<file path="src/rtl/weight_mem_arbiter.sv">
// rtl/weight_mem_arbiter.sv - arbitrated single-port tap-weight store with self-timed zero-fill
// Define WEIGHT_ARB_WRITE_PRIO_EN for fixed write priority on ties (default: round-robin).
module weight_mem_arbiter #(
   parameter int WIDTH = 8,
   parameter int DEPTH = 16,
   parameter int AW    = 4
) (
   input  logic             clock,
   input  logic             reset,
   input  logic             rd_req,
   input  logic [AW-1:0]    rd_addr,
   output logic             rd_gnt,
   output logic [WIDTH-1:0] rd_data,
   output logic             rd_valid,
   input  logic             wr_req,
   input  logic [AW-1:0]    wr_addr,
   input  logic [WIDTH-1:0] wr_data,
   output logic             wr_gnt,
   output logic             wr_done,
   input  logic             clr,
   output logic             busy
);

   localparam int IW = (DEPTH > 1) ? $clog2(DEPTH) : 1;
   localparam logic [AW:0]   DEPTH_A  = (AW+1)'(DEPTH);
   localparam logic [IW-1:0] LAST_IDX = IW'(DEPTH - 1);

   typedef enum logic [1:0] {IDLE, ACCESS, CLEAR} state_t;

   state_t           state_q, state_d;
   logic             acc_wr_q, acc_wr_d;
   logic             last_wr_q, last_wr_d;
   logic             clr_pending_q, clr_pending_d;
   logic [IW-1:0]    clr_addr_q, clr_addr_d;
   logic             rd_gnt_q, rd_gnt_d;
   logic             wr_gnt_q, wr_gnt_d;
   logic             rd_valid_q, rd_valid_d;
   logic             wr_done_q, wr_done_d;
   logic             busy_q, busy_d;
   logic [WIDTH-1:0] rd_data_q, rd_data_d;
   logic [WIDTH-1:0] mem_q [DEPTH];
   logic [WIDTH-1:0] mem_d [DEPTH];

   logic          rd_in_range, wr_in_range;
   logic [IW-1:0] rd_idx, wr_idx;

   assign rd_in_range = {1'b0, rd_addr} < DEPTH_A;
   assign wr_in_range = {1'b0, wr_addr} < DEPTH_A;
   assign rd_idx      = rd_addr[IW-1:0];
   assign wr_idx      = wr_addr[IW-1:0];

   always_comb begin
      state_d       = state_q;
      acc_wr_d      = acc_wr_q;
      last_wr_d     = last_wr_q;
      clr_pending_d = clr_pending_q;
      clr_addr_d    = clr_addr_q;
      rd_data_d     = rd_data_q;
      mem_d         = mem_q;
      rd_gnt_d      = 1'b0;
      wr_gnt_d      = 1'b0;
      rd_valid_d    = 1'b0;
      wr_done_d     = 1'b0;
      busy_d        = 1'b0;

      if (clr && (state_q != IDLE)) begin
         clr_pending_d = 1'b1;
      end

      case (state_q)
         IDLE: begin
            if (clr || clr_pending_q) begin
               state_d       = CLEAR;
               clr_addr_d    = '0;
               clr_pending_d = 1'b0;
               busy_d        = 1'b1;
            end else if (rd_req || wr_req) begin
               state_d = ACCESS;
               if (rd_req && wr_req) begin
`ifdef WEIGHT_ARB_WRITE_PRIO_EN
                  acc_wr_d = 1'b1;
`else
                  acc_wr_d  = !last_wr_q;
                  last_wr_d = !last_wr_q;
`endif
               end else begin
                  acc_wr_d = wr_req;
               end
               wr_gnt_d = acc_wr_d;
               rd_gnt_d = !acc_wr_d;
            end
         end
         ACCESS: begin
            state_d = IDLE;
            if (acc_wr_q) begin
               wr_done_d = 1'b1;
               // out-of-range writes still handshake but never touch storage
               if (wr_in_range) begin
                  mem_d[wr_idx] = wr_data;
               end
            end else begin
               rd_valid_d = 1'b1;
               rd_data_d  = rd_in_range ? mem_q[rd_idx] : '0;
            end
         end
         CLEAR: begin
            mem_d[clr_addr_q] = '0;
            if (clr_addr_q == LAST_IDX) begin
               state_d = IDLE;
            end else begin
               clr_addr_d = clr_addr_q + 1'b1;
               busy_d     = 1'b1;
            end
         end
         default: state_d = IDLE;
      endcase
   end

   always_ff @(posedge clock or posedge reset) begin
      if (reset) begin
         state_q       <= IDLE;
         acc_wr_q      <= 1'b0;
         last_wr_q     <= 1'b1;
         clr_pending_q <= 1'b0;
         clr_addr_q    <= '0;
         rd_gnt_q      <= 1'b0;
         wr_gnt_q      <= 1'b0;
         rd_valid_q    <= 1'b0;
         wr_done_q     <= 1'b0;
         busy_q        <= 1'b0;
         rd_data_q     <= '0;
         for (int i = 0; i < DEPTH; i++) begin
            mem_q[i] <= '0;
         end
      end else begin
         state_q       <= state_d;
         acc_wr_q      <= acc_wr_d;
         last_wr_q     <= last_wr_d;
         clr_pending_q <= clr_pending_d;
         clr_addr_q    <= clr_addr_d;
         rd_gnt_q      <= rd_gnt_d;
         wr_gnt_q      <= wr_gnt_d;
         rd_valid_q    <= rd_valid_d;
         wr_done_q     <= wr_done_d;
         busy_q        <= busy_d;
         rd_data_q     <= rd_data_d;
         mem_q         <= mem_d;
      end
   end

   assign rd_gnt   = rd_gnt_q;
   assign wr_gnt   = wr_gnt_q;
   assign rd_valid = rd_valid_q;
   assign wr_done  = wr_done_q;
   assign busy     = busy_q;
   assign rd_data  = rd_data_q;

endmodule
</file>
<file path="config.mk">
export PLATFORM = sky130hd
export DESIGN_NAME = weight_mem_arbiter
export DESIGN_NICKNAME = d
export VERILOG_FILES = /design/src/rtl/weight_mem_arbiter.sv
export SDC_FILE = /design/constraint.sdc
export NUM_CORES = 1
export LEC_CHECK = 0
export CAP_MARGIN = 30
export CELL_PAD_IN_SITES_DETAIL_PLACEMENT = 0
export CELL_PAD_IN_SITES_GLOBAL_PLACEMENT = 1
export CORE_MARGIN = 2
export CORE_UTILIZATION = 42
export DETAILED_ROUTE_END_ITERATION = 12
export PLACE_DENSITY_LB_ADDON = 0.1
export SYNTH_ARGS = -nofsm -noshare
export SYNTH_HDL_FRONTEND = slang
export SYNTH_SLANG_ARGS = --single-unit
</file>
<file path="constraint.sdc">
create_clock -name clock -period 14.4 [get_ports clock]
set_clock_uncertainty 0.15 [all_clocks]
set_input_delay 3.6 -clock clock [delete_from_list [all_inputs] [get_ports clock]]
set_output_delay 3.6 -clock clock [all_outputs]
set_load 0.01 [all_outputs]
</file>
==> results.ini <==
[worst_hold_path]
hold_path.class=reg -> reg

[synth]
async_flop_share_pct=100
synth_top_family_by_area=compound AO/OA/AOI/OAI gates
muxShareOfSynthArea_pct=12.8
synth_flop_cell=dfrtp_1
yosysUniqueCellTypes=42
yosysSeqAreaShare_pct=54.2
avgSynthCellArea_um2=14.9
netlist_area_um2=6930
yosys.area_share.simple_pct=7.27
synthAdderAreaFrac_pct=0.722
synth_xor_area_share_pct=0.253
synth_edf_count=0
synth_nets=489
ys_ff_latch=150
yosysWarnings=0
postSynthCellCount=464
synth_compound_area_share_pct=21.3

[global_routing]
grt_pass1_wl_um=28300
globalRouteOverflowTotal=0
grt_pass1_vias=4526
grt_antenna_before_repair=0
track_usage_pct=21.8
grt_start_max_net_pins=89

[cells_and_area]
final_cell_mix=149 x dfrtp_1, 128 x a22o_1, 32 x mux4_2, 32 x clkdlybuf4s50_1
final_nets=510
utilization_pct=50.1
layout_commonest_cell=dfrtp_1
n_antenna_cell=0
fillers=1404
area_growth_pct=15.6
drive_gt1_share_pct=21.5

[setup_path]
cp_max_fo=9
r2r-end=mem_q[127]$_DFFE_PP0P_
startpoint=wr_addr[2]
critical_path_class=in -> reg
cp_slowest_cell=clkdlybuf4s50_1
crit_path_end_kind=flop
crit_path_end=mem_q[90]$_DFFE_PP0P_
rr_startpoint=state_q[0]$_DFFE_PP0P_
crit_path_start_kind=input pin
critPathMaxStageDelay_ps=1100
cp.depth=5
crit_family=buffers and inverters
r2r_slack_ps=12080
ff2ff_path_depth=4
cp.arrival_ps=6000
critPathBufInv=2
crit_chain=clkdlybuf4s50_1 -> inv_6 -> nor4_4 -> a31oi_4 -> a22o_1
required_ps=14550

[placed_design]
portBuffers=33
place_hpwl_um=11500
gp_congestion=0.763
place_ws_ps=8110

[floorplan]
die_w_um=132
core_um2=16000
rows=46
die_y_um=132
die-area_um2=17600
start_util_pct=43.3
ioPinCount=34

[route]
wl_per_cell_um=25.5
dr.pass1.iters=5
ant_nets=0
vias_per_cell=6.12
dr.first_iter.drc_count=459
via_count=4373
detail_route.wirelength_um=18200
route.detailed.drc=0

[clocking]
clock_latency_ps=420
clockRootBuffer=clkbuf_16
numCtsBuffers=17
cts_tree=yes
cts.sinks=150
cts_setup_buffers=0
clk_pin_slew_worst_paths_ps=60
cts_buffer_depth=2
ctsHoldBuffers=0
post_cts_resized=0
htree_levels=4

[sta]
post-route-worst-setup-slack_ps=8540
slew_headroom_pct=35.9
slew_viol_final=0
hold_viol_final=0
worst_pin_slew_ps=958
period_share_pct=40.7
max_freq_ghz=0.171
hold-worst-slack_ps=337
min_period_ps=5860
rsz0062_at_grt=no
report.final.setup_viol=0
fin_tns_setup_ps=0

[status]
status=finished clean

[flow_run]
drv_cap=0

[pwr]
ir_drop_uv=76.5
power.total_mw=1.14
powerDensity_nw_per_um2=142
p_leak_nw=3.55

cell type report:
type	count	area, µm²	share of cell area, %
well taps	216	270	3.37
repair buffers	39	378	4.71
inverters	7	36.3	0.453
flip-flops and latches	150	3750	46.8
clock buffers	20	457	5.70
multi-input cells	270	2940	36.7
clock inverters	12	176	2.20
where the power goes:
| group | leakage (nW) | switching [mW] | internal (mW) | total (mW) |
|---|---|---|---|---|
| sequential | 2.04 | 0.0203 | 0.446 | 0.467 |
| clock | 0.294 | 0.174 | 0.299 | 0.473 |
| combinational | 1.22 | 0.129 | 0.0692 | 0.199 |
| total | 3.55 | 0.324 | 0.814 | 1.14 |
worst register-to-register path: stages (launching register included):
cell and delay, ps:
dfrtp_1 560, nand4bb_4 360, nor4_4 710, a31oi_4 160
a22o_1 260
sequential cells by signal, indices dropped and copies added, names as in the netlist:
signal         flops
acc_wr_q           1
busy               1
clr_addr_q         4
clr_pending_q      1
last_wr_q          1
mem_q            128
rd_data            8
rd_gnt             1
rd_valid           1
state_q            2
wr_done            1
wr_gnt             1
cells by family (layout without fill, tap and decap cells):
logic type	Yosys count	in the layout
compound gates	159	159
xor+xnor	2	2
fa+ha+maj	4	4
buf+inv	44	78
flops	150	150
mux	49	49
simple gates	56	56
worst min path at each step:
stage | depth (start not counted) | from | slack (ps) | to
after floorplan | 1 | mem_q[104]$_DFFE_PP0P_ | 310 | mem_q[104]$_DFFE_PP0P_
after global placement | 2 | rd_data[4]$_DFFE_PP0P_ | 320 | rd_data[4]$_DFFE_PP0P_
after detailed placement | 2 | rd_data[4]$_DFFE_PP0P_ | 320 | rd_data[4]$_DFFE_PP0P_
after CTS | 2 | rd_data[4]$_DFFE_PP0P_ | 340 | rd_data[4]$_DFFE_PP0P_
after global routing | 1 | mem_q[19]$_DFFE_PP0P_ | 350 | mem_q[19]$_DFFE_PP0P_
final | 2 | rd_data[6]$_DFFE_PP0P_ | 340 | rd_data[6]$_DFFE_PP0P_
routing by layer:
| metal | up-vias | track usage [%] | routed length (µm) |
|---|---|---|---|
| met5 | - | 0 | 0 |
| met4 | 0 | 6.33 | 272 |
| met3 | 14 | 6.09 | 1090 |
| met2 | 151 | 30.7 | 8160 |
| met1 | 2295 | 33.0 | 8660 |
| li1 | 1913 | - | - |
stage by stage:
| stage | std cells | cell area (µm²) |
|---|---|---|
| detailed placement | 682 | 7380 |
| floorplan | 464 | 6930 |
| global route | 714 | 8020 |
| global placement | 681 | 7370 |
| finish | 714 | 8020 |
| CTS | 714 | 8020 |
cell usage after synthesis, types with 5 or more instances:
cell        n  share of area (%)
nor2_1      5               0.27
a22o_1    128                 16
buf_4       7               0.76
a31oi_4     6                1.8
buf_1       8               0.43
a31oi_2     8                1.4
mux2i_1    17                2.5
nand2_1    13               0.70
clkbuf_1    9               0.49
buf_2       9               0.65
dfrtp_1   149                 54
nor3_4     12                2.8
inv_1       6               0.32
o221ai_1    7               0.88
mux4_2     32                 10
No activity file was read; power rests on OpenSTA's default activity.
